==> src/rtl/bb_header_parser_pkg.sv <==
// Shared constants, field layout and FSM encoding for the DVB-S2 BBHEADER parser.
package bb_pkg;
  localparam int               HDR_BITS = 80;
  localparam int               K_WIDTH  = 16;
  localparam logic [7:0]       CRC_POLY = 8'hD5;

  localparam int MATYPE_OFS = 0;
  localparam int UPL_OFS    = 16;
  localparam int DFL_OFS    = 32;
  localparam int SYNC_OFS   = 48;
  localparam int SYNCD_OFS  = 56;
  localparam int CRC_OFS    = 72;

  localparam logic [K_WIDTH-1:0] HDR_LEN  = K_WIDTH'(HDR_BITS);
  localparam logic [K_WIDTH-1:0] HDR_LAST = K_WIDTH'(HDR_BITS - 1);
  localparam logic [K_WIDTH-1:0] CRC_LEN  = K_WIDTH'(CRC_OFS);

  typedef enum logic [1:0] {
    HDR  = 2'd0,
    DATA = 2'd1,
    PAD  = 2'd2
  } state_t;

  // A frame can never be shorter than its own header.
  function automatic logic [K_WIDTH-1:0] frame_len(input logic [K_WIDTH-1:0] k);
    return (k < HDR_LEN) ? HDR_LEN : k;
  endfunction
endpackage

==> src/rtl/bb_header_parser_if.sv <==
// Serial frame input and parsed-header / data-field output bundle of the BBHEADER parser.
interface bb_header_parser_if;
  import bb_pkg::*;

  logic               bit_stream_in;
  logic               valid_in;
  logic [K_WIDTH-1:0] K_BCH;
  logic               hdr_valid;
  logic               crc_ok;
  logic               dfl_err;
  logic [15:0]        matype;
  logic [15:0]        upl;
  logic [15:0]        dfl;
  logic [7:0]         sync;
  logic [15:0]        syncd;
  logic               data_out;
  logic               data_valid;
  logic               frame_end;

  modport master (
    output bit_stream_in, valid_in, K_BCH,
    input  hdr_valid, crc_ok, dfl_err, matype, upl, dfl, sync, syncd,
    input  data_out, data_valid, frame_end
  );

  modport slave (
    input  bit_stream_in, valid_in, K_BCH,
    output hdr_valid, crc_ok, dfl_err, matype, upl, dfl, sync, syncd,
    output data_out, data_valid, frame_end
  );
endinterface

==> src/rtl/bb_crc8_serial.sv <==
// Bit-serial CRC-8 (poly 0xD5, init 0) over the BBHEADER field bits.
// Only compiled when BBHDR_CRC_CHECK_EN is defined.
`ifdef BBHDR_CRC_CHECK_EN
module bb_crc8_serial
  import bb_pkg::*;
(
  input  logic       clk,
  input  logic       rst,
  input  logic       i_clear,
  input  logic       i_enable,
  input  logic       i_bit,
  output logic [7:0] o_crc
);
  logic [7:0] r_crc;
  logic       w_fb;

  assign w_fb = r_crc[7] ^ i_bit;

  always_ff @(posedge clk or negedge rst) begin
    if (!rst) begin
      r_crc <= '0;
    end else if (i_clear) begin
      r_crc <= '0;
    end else if (i_enable) begin
      r_crc <= {r_crc[6:0], 1'b0} ^ (w_fb ? CRC_POLY : 8'h00);
    end
  end

  assign o_crc = r_crc;
endmodule
`endif

==> src/rtl/bb_header_parser.sv <==
// DVB-S2 BBHEADER parser: extracts header fields, forwards DFL data bits, drops padding.
// Optional CRC-8 header check enabled by macro BBHDR_CRC_CHECK_EN.
module bb_header_parser
  import bb_pkg::*;
(
  input  logic              clk,
  input  logic              rst,
  bb_header_parser_if.slave bus
);
  localparam int FLD_MSB = CRC_OFS - 1;

  state_t              r_state, w_state_next;
  logic [K_WIDTH-1:0]  r_cnt, w_cnt_next;
  logic [K_WIDTH-1:0]  r_len, r_dend, w_len, w_room, w_eff;
  logic [CRC_OFS-1:0]  r_fld;
  logic [15:0]         w_dfl;
  logic                w_acc, w_last, w_hdr_done, w_fwd;
  logic                r_hdr_valid, r_crc_ok, r_dfl_err, r_data_out, r_data_valid, r_frame_end;
  logic [15:0]         r_matype, r_upl, r_dfl, r_syncd;
  logic [7:0]          r_sync;

  assign w_acc      = bus.valid_in;
  assign w_len      = (r_cnt == '0) ? frame_len(bus.K_BCH) : r_len;
  assign w_last     = (r_cnt == w_len - 1'b1);
  assign w_hdr_done = w_acc && (r_state == HDR) && (r_cnt == HDR_LAST);
  assign w_dfl      = r_fld[FLD_MSB-DFL_OFS -: 16];
  assign w_room     = r_len - HDR_LEN;
  assign w_eff      = (w_dfl > w_room) ? w_room : w_dfl;

  always_comb begin
    w_state_next = r_state;
    w_cnt_next   = r_cnt;
    if (w_acc) begin
      w_cnt_next = w_last ? '0 : r_cnt + 1'b1;
      if (w_last) begin
        w_state_next = HDR;
      end else begin
        case (r_state)
          HDR:     if (r_cnt == HDR_LAST) w_state_next = (w_eff == '0) ? PAD : DATA;
          DATA:    if (r_cnt == r_dend - 1'b1) w_state_next = PAD;
          default: w_state_next = r_state;
        endcase
      end
    end
  end

  always_ff @(posedge clk or negedge rst) begin
    if (!rst) begin
      r_state <= HDR;
      r_cnt   <= '0;
    end else begin
      r_state <= w_state_next;
      r_cnt   <= w_cnt_next;
    end
  end

  // Only the 72 field bits are kept; the CRC byte is handled separately.
  always_ff @(posedge clk or negedge rst) begin
    if (!rst) begin
      r_fld        <= '0;
      r_len        <= '0;
      r_dend       <= '0;
      r_hdr_valid  <= 1'b0;
      r_dfl_err    <= 1'b0;
      r_data_out   <= 1'b0;
      r_data_valid <= 1'b0;
      r_frame_end  <= 1'b0;
      r_matype     <= '0;
      r_upl        <= '0;
      r_dfl        <= '0;
      r_sync       <= '0;
      r_syncd      <= '0;
    end else begin
      r_hdr_valid  <= w_hdr_done;
      r_data_valid <= w_acc && (r_state == DATA) && w_fwd;
      r_data_out   <= w_acc && (r_state == DATA) && w_fwd && bus.bit_stream_in;
      r_frame_end  <= w_acc && w_last;
      if (w_acc && (r_cnt == '0))
        r_len <= w_len;
      if (w_acc && (r_state == HDR) && (r_cnt < CRC_LEN))
        r_fld <= {r_fld[CRC_OFS-2:0], bus.bit_stream_in};
      if (w_hdr_done) begin
        r_matype  <= r_fld[FLD_MSB-MATYPE_OFS -: 16];
        r_upl     <= r_fld[FLD_MSB-UPL_OFS -: 16];
        r_dfl     <= w_dfl;
        r_sync    <= r_fld[FLD_MSB-SYNC_OFS -: 8];
        r_syncd   <= r_fld[FLD_MSB-SYNCD_OFS -: 16];
        r_dfl_err <= (w_dfl > w_room);
        r_dend    <= HDR_LEN + w_eff;
      end
    end
  end

`ifdef BBHDR_CRC_CHECK_EN
  logic [6:0] r_rx_crc;
  logic [7:0] w_crc;
  logic       w_crc_en, w_crc_clr;

  assign w_crc_en  = w_acc && (r_state == HDR) && (r_cnt < CRC_LEN);
  assign w_crc_clr = w_acc && w_last;

  bb_crc8_serial u_crc (
    .clk      (clk),
    .rst      (rst),
    .i_clear  (w_crc_clr),
    .i_enable (w_crc_en),
    .i_bit    (bus.bit_stream_in),
    .o_crc    (w_crc)
  );

  // Last received CRC bit is compared straight from the input on bit 79.
  always_ff @(posedge clk or negedge rst) begin
    if (!rst) begin
      r_rx_crc <= '0;
      r_crc_ok <= 1'b0;
    end else begin
      if (w_acc && (r_state == HDR) && (r_cnt >= CRC_LEN))
        r_rx_crc <= {r_rx_crc[5:0], bus.bit_stream_in};
      if (w_hdr_done)
        r_crc_ok <= ({r_rx_crc, bus.bit_stream_in} == w_crc);
    end
  end

  assign w_fwd = r_crc_ok;
`else
  always_ff @(posedge clk or negedge rst) begin
    if (!rst) r_crc_ok <= 1'b0;
    else      r_crc_ok <= 1'b1;
  end

  assign w_fwd = 1'b1;
`endif

  assign bus.hdr_valid  = r_hdr_valid;
  assign bus.crc_ok     = r_crc_ok;
  assign bus.dfl_err    = r_dfl_err;
  assign bus.matype     = r_matype;
  assign bus.upl        = r_upl;
  assign bus.dfl        = r_dfl;
  assign bus.sync       = r_sync;
  assign bus.syncd      = r_syncd;
  assign bus.data_out   = r_data_out;
  assign bus.data_valid = r_data_valid;
  assign bus.frame_end  = r_frame_end;
endmodule

==> src/flat_wrapper.sv <==
// flat-port wrapper written by rule: the top's interface ports become plain ports
module bb_header_parser_flat import bb_pkg::*;
  (clk, rst, bus_bit_stream_in, bus_valid_in, bus_K_BCH, bus_hdr_valid, bus_crc_ok, bus_dfl_err, bus_matype, bus_upl, bus_dfl, bus_sync, bus_syncd, bus_data_out, bus_data_valid, bus_frame_end);
  bb_header_parser_if bus_i ();
  input  logic clk;
  input  logic rst;
  input wire logic [$bits(bus_i.bit_stream_in)-1:0] bus_bit_stream_in;
  input wire logic [$bits(bus_i.valid_in)-1:0] bus_valid_in;
  input wire logic [$bits(bus_i.K_BCH)-1:0] bus_K_BCH;
  output wire logic [$bits(bus_i.hdr_valid)-1:0] bus_hdr_valid;
  output wire logic [$bits(bus_i.crc_ok)-1:0] bus_crc_ok;
  output wire logic [$bits(bus_i.dfl_err)-1:0] bus_dfl_err;
  output wire logic [$bits(bus_i.matype)-1:0] bus_matype;
  output wire logic [$bits(bus_i.upl)-1:0] bus_upl;
  output wire logic [$bits(bus_i.dfl)-1:0] bus_dfl;
  output wire logic [$bits(bus_i.sync)-1:0] bus_sync;
  output wire logic [$bits(bus_i.syncd)-1:0] bus_syncd;
  output wire logic [$bits(bus_i.data_out)-1:0] bus_data_out;
  output wire logic [$bits(bus_i.data_valid)-1:0] bus_data_valid;
  output wire logic [$bits(bus_i.frame_end)-1:0] bus_frame_end;
  assign bus_i.bit_stream_in = bus_bit_stream_in;
  assign bus_i.valid_in = bus_valid_in;
  assign bus_i.K_BCH = bus_K_BCH;
  assign bus_hdr_valid = bus_i.hdr_valid;
  assign bus_crc_ok = bus_i.crc_ok;
  assign bus_dfl_err = bus_i.dfl_err;
  assign bus_matype = bus_i.matype;
  assign bus_upl = bus_i.upl;
  assign bus_dfl = bus_i.dfl;
  assign bus_sync = bus_i.sync;
  assign bus_syncd = bus_i.syncd;
  assign bus_data_out = bus_i.data_out;
  assign bus_data_valid = bus_i.data_valid;
  assign bus_frame_end = bus_i.frame_end;
  bb_header_parser u_core (.clk(clk), .rst(rst), .bus(bus_i));
endmodule
==> config.mk <==
export PLATFORM = sky130hd
export DESIGN_NAME = bb_header_parser_flat
export DESIGN_NICKNAME = d
export VERILOG_FILES = /design/src/rtl/bb_header_parser_pkg.sv /design/src/rtl/bb_header_parser_if.sv /design/src/rtl/bb_crc8_serial.sv /design/src/rtl/bb_header_parser.sv /design/src/flat_wrapper.sv
export SDC_FILE = /design/constraint.sdc
export NUM_CORES = 1
export LEC_CHECK = 0
export ABC_AREA = 1
export CAP_MARGIN = 10
export CORE_ASPECT_RATIO = 1.5
export CORE_MARGIN = 1
export CORE_UTILIZATION = 55
export DETAILED_ROUTE_END_ITERATION = 8
export PLACE_DENSITY_LB_ADDON = 0.3
export SETUP_SLACK_MARGIN = 0.15
export SLEW_MARGIN = 20
export SYNTH_ARGS = -nofsm -noshare
export SYNTH_HDL_FRONTEND = slang
export SYNTH_SLANG_ARGS = --single-unit
export TNS_END_PERCENT = 10
==> constraint.sdc <==
create_clock -name clk -period 4.3 [get_ports clk]
set_input_delay 0.86 -clock clk [delete_from_list [all_inputs] [get_ports clk]]
set_output_delay 0.86 -clock clk [all_outputs]
set_load 0.02 [all_outputs]
==> metrics <==
Synth warnings 0; Min-Delay Path Class flop to flop; Max Clock Skew 0.00936 ns; DR iter-0 viols 498; critical-path maximum fanout 11; Post-Route Utilization 66.0%; Post-Syn Area 10400 µm²; Critical Path End Type flop; status finished, final reports clean; Final Wtd Congestion 0.937; Post-Synthesis Cells 1263; top_reg_cell synth dfrtp_1; Overall Global Routing Usage 26.3%; Initial Util 56.2%; Cell Chain, Critical Path inv_1 > ha_1 > inv_1 > nand2_1 > nand3_1 > nor3_2 > nand3_1 > xor2_1 > ha_1 > nand4_1 > nor2_1 > nand3b_1 > nand3_1 > nand2_2 > o21ai_0 > ha_1 > inv_1 > nand2_1 > nand2_1 > nor3_4 > nand3_1 > nand3_1 > nand2_1; post-DP HPWL 17600 µm; CTS tree yes; Slew @ Worst Pin 0.893 ns; DR vias 8216; Clock Tree Root clkbuf_16; share of cells above drive strength 1 9.38%; Die X 114 µm; Mapped Nets 1306; Critical Path Start Type flop; Hold Crit Endpoint u_core.bus.matype[15]; iteration count of the initial detailed-routing pass 5; Setup CP Type flop to flop; post-DR vias/cell 5.08; top cells by area, synth dfrtp_1 (48%), nand2_1 (12%), o21ai_0 (9.4%), inv_1 (5.6%), xor2_1 (4.1%); Post-synth EDFFs 0; cts hold-fix bufs 0; port buffer count 97; Clock Latency Late Sink 0.44 ns; Final Setup Violations 0; number of CTS-inserted buffers 17; required time worst endpoint 4.63 ns; FF-to-FF Start u_core.r_len[4]; crit path time final 3.73 ns; Leak 5.68 nW; CP arrival 4.06 ns; most frequent CP cell nand3_1; VDD IR max 427 µV; synth cell count leaders nand2_1 (322), dfrtp_1 (200), o21ai_0 (196); CP delay by family, top simple AND/OR/NAND/NOR gates; Max Freq 268 MHz; Nets 1395; FF-to-FF path depth 23; Worst path slowest cell dfrtp_1; Clock Path Buffers 2; min-delay src u_core.bus.matype[15]; Die Area 19500 µm²; drt wl/cell 14.8 µm; asr flop ratio synth 100%; number of global-route vias before repair 7973; Slew headroom 40.3%; Reg clk slew, reported paths 0.07 ns; reg2reg setup slack 0.57 ns; count leader, synth nand2_1; CTS H-tree lvls 4; largest net degree at the start of global routing 110; Synth area leader dfrtp_1; io pins 98; WHS Path Cells 2; # rows 61; Final TNS setup 0 ns; Synth cell types 42; # clock sinks 200; Total Wirelength 24000 µm; final max-slew violation count 0; R2R Path End u_core.r_dend[14]; Pwr Density 334 nW/µm²; grt total ovfl 0; final cycle utilization of the critical path 86.7%; sequential-to-total area share from yosys stat 48.0%; diode count 0; initial antenna violation count 0; post-synth top area share 48.0%; mean area per synthesized cell 8.26 µm²; FF+latch count, synth 200; final hold vios 0; Max Cap Viol 0; # DRC 0; core box area 18500 µm²; remaining antenna violation count after routing 0; P&R area growth vs syn 17.4%; first-pass GRT wire length 39400 µm; Crit path largest cell delay 0.43 ns; RSZ-0062 raised after global routing true; Die Y 171 µm; hold_ws 0.473 ns; worst path buffer plus inverter count 3
## final cells by class
cell class	instances	area, µm²
sequential	200	5000
inverter	160	616
timing repair buffer	116	1180
fill	1530	6300
clock inverter	12	119
multi-input combinational	857	4570
clock buffer	19	443
tap	252	315
## placed cells by master, fill, tap and decap left out, drive strengths merged, types with 13 or more instances in the layout
master,count
buf,19
inv,162
o21ai,201
dfrtp,200
clkbuf,20
xor2,49
nand2,352
clkdlybuf4s50,96
xnor2,13
nand3,56
nor2,107
a21oi,13
ha,23
## worst min-delay path, stage by stage (launching register included)
cell and delay [ns]:
dfrtp_1 0.35, nand2_1 0.05, nand2_1 0.05
## worst max-delay path by stage
stage	startpoint	end	slack (ns)	depth (start not counted)
finish	u_core.r_len[4]	u_core.r_dend[14]	0.57	23
global route	u_core.r_len[4]	u_core.r_dend[14]	0.18	23
CTS	u_core.r_len[4]	u_core.r_dend[14]	0.27	23
detailed placement	u_core.r_len[4]	u_core.r_dend[14]	0.18	23
global placement	u_core.r_len[4]	u_core.r_dend[14]	0.32	23
floorplan	u_core.r_len[4]	u_core.r_dend[14]	0.61	24
## power by group
part           leakage (nW)  internal [mW]  switching [mW]
clock network         0.272          0.821           0.730
registers              2.72           1.93           0.117
logic                  2.69          0.192           0.302
total                  5.68           2.95            1.15
## sequential cells by signal (all words and copies together), names as in the netlist, 2 cells and up
name	count
u_core.r_len	16
u_core.bus.dfl	16
u_core.bus.upl	16
u_core.r_cnt	16
u_core.bus.syncd	16
u_core.r_fld	72
u_core.r_dend	16
u_core.r_state	2
u_core.bus.sync	8
u_core.bus.matype	16
## per-stage QoR
step                power (mW)  instance area, µm²  worst slack (ns)  cells
global route              4.25               12200             0.177   1616
floorplan                 2.40               10400             0.614   1263
CTS                       4.11               12200             0.272   1616
global placement          2.56               11700             0.323   1585
finish                    4.09               12200             0.573   1616
detailed placement        2.57               11700             0.180   1585
## logic make-up (layout without fill, tap and decap cells)
kind of cell	after synthesis	count (layout)	synth area share [%]
AND/OR/NAND/NOR	547	547	24.4
AO/OA/AOI/OAI	220	220	10.8
buffers and inverters	206	307	8.40
flip-flops	200	200	48.0
XOR/XNOR	62	62	5.21
adder cells (fa/ha/maj)	23	23	2.76
multiplexers	4	4	0.432
other	1	1	0.0360
## what timing repair did
action                                  4_1_cts  5_1_grt
endpoints found under the setup margin        2       12
buffers inserted                              0        0
gates cloned                                  0        0
gates resized for setup                       1        6
## metal layers
metal  vias to the layer above  part of all wire [%]  routed length [µm]  GRT usage [%]
met5                         -                     0                   0              0
li1                       4151                     -                   -              -
met4                         0                   4.1                 986           13.0
met1                      3872                    40                9640           30.3
met2                       145                    51               12300           45.4
met3                        48                   4.5                1070           6.20
No activity file was read; power rests on OpenSTA's default activity.
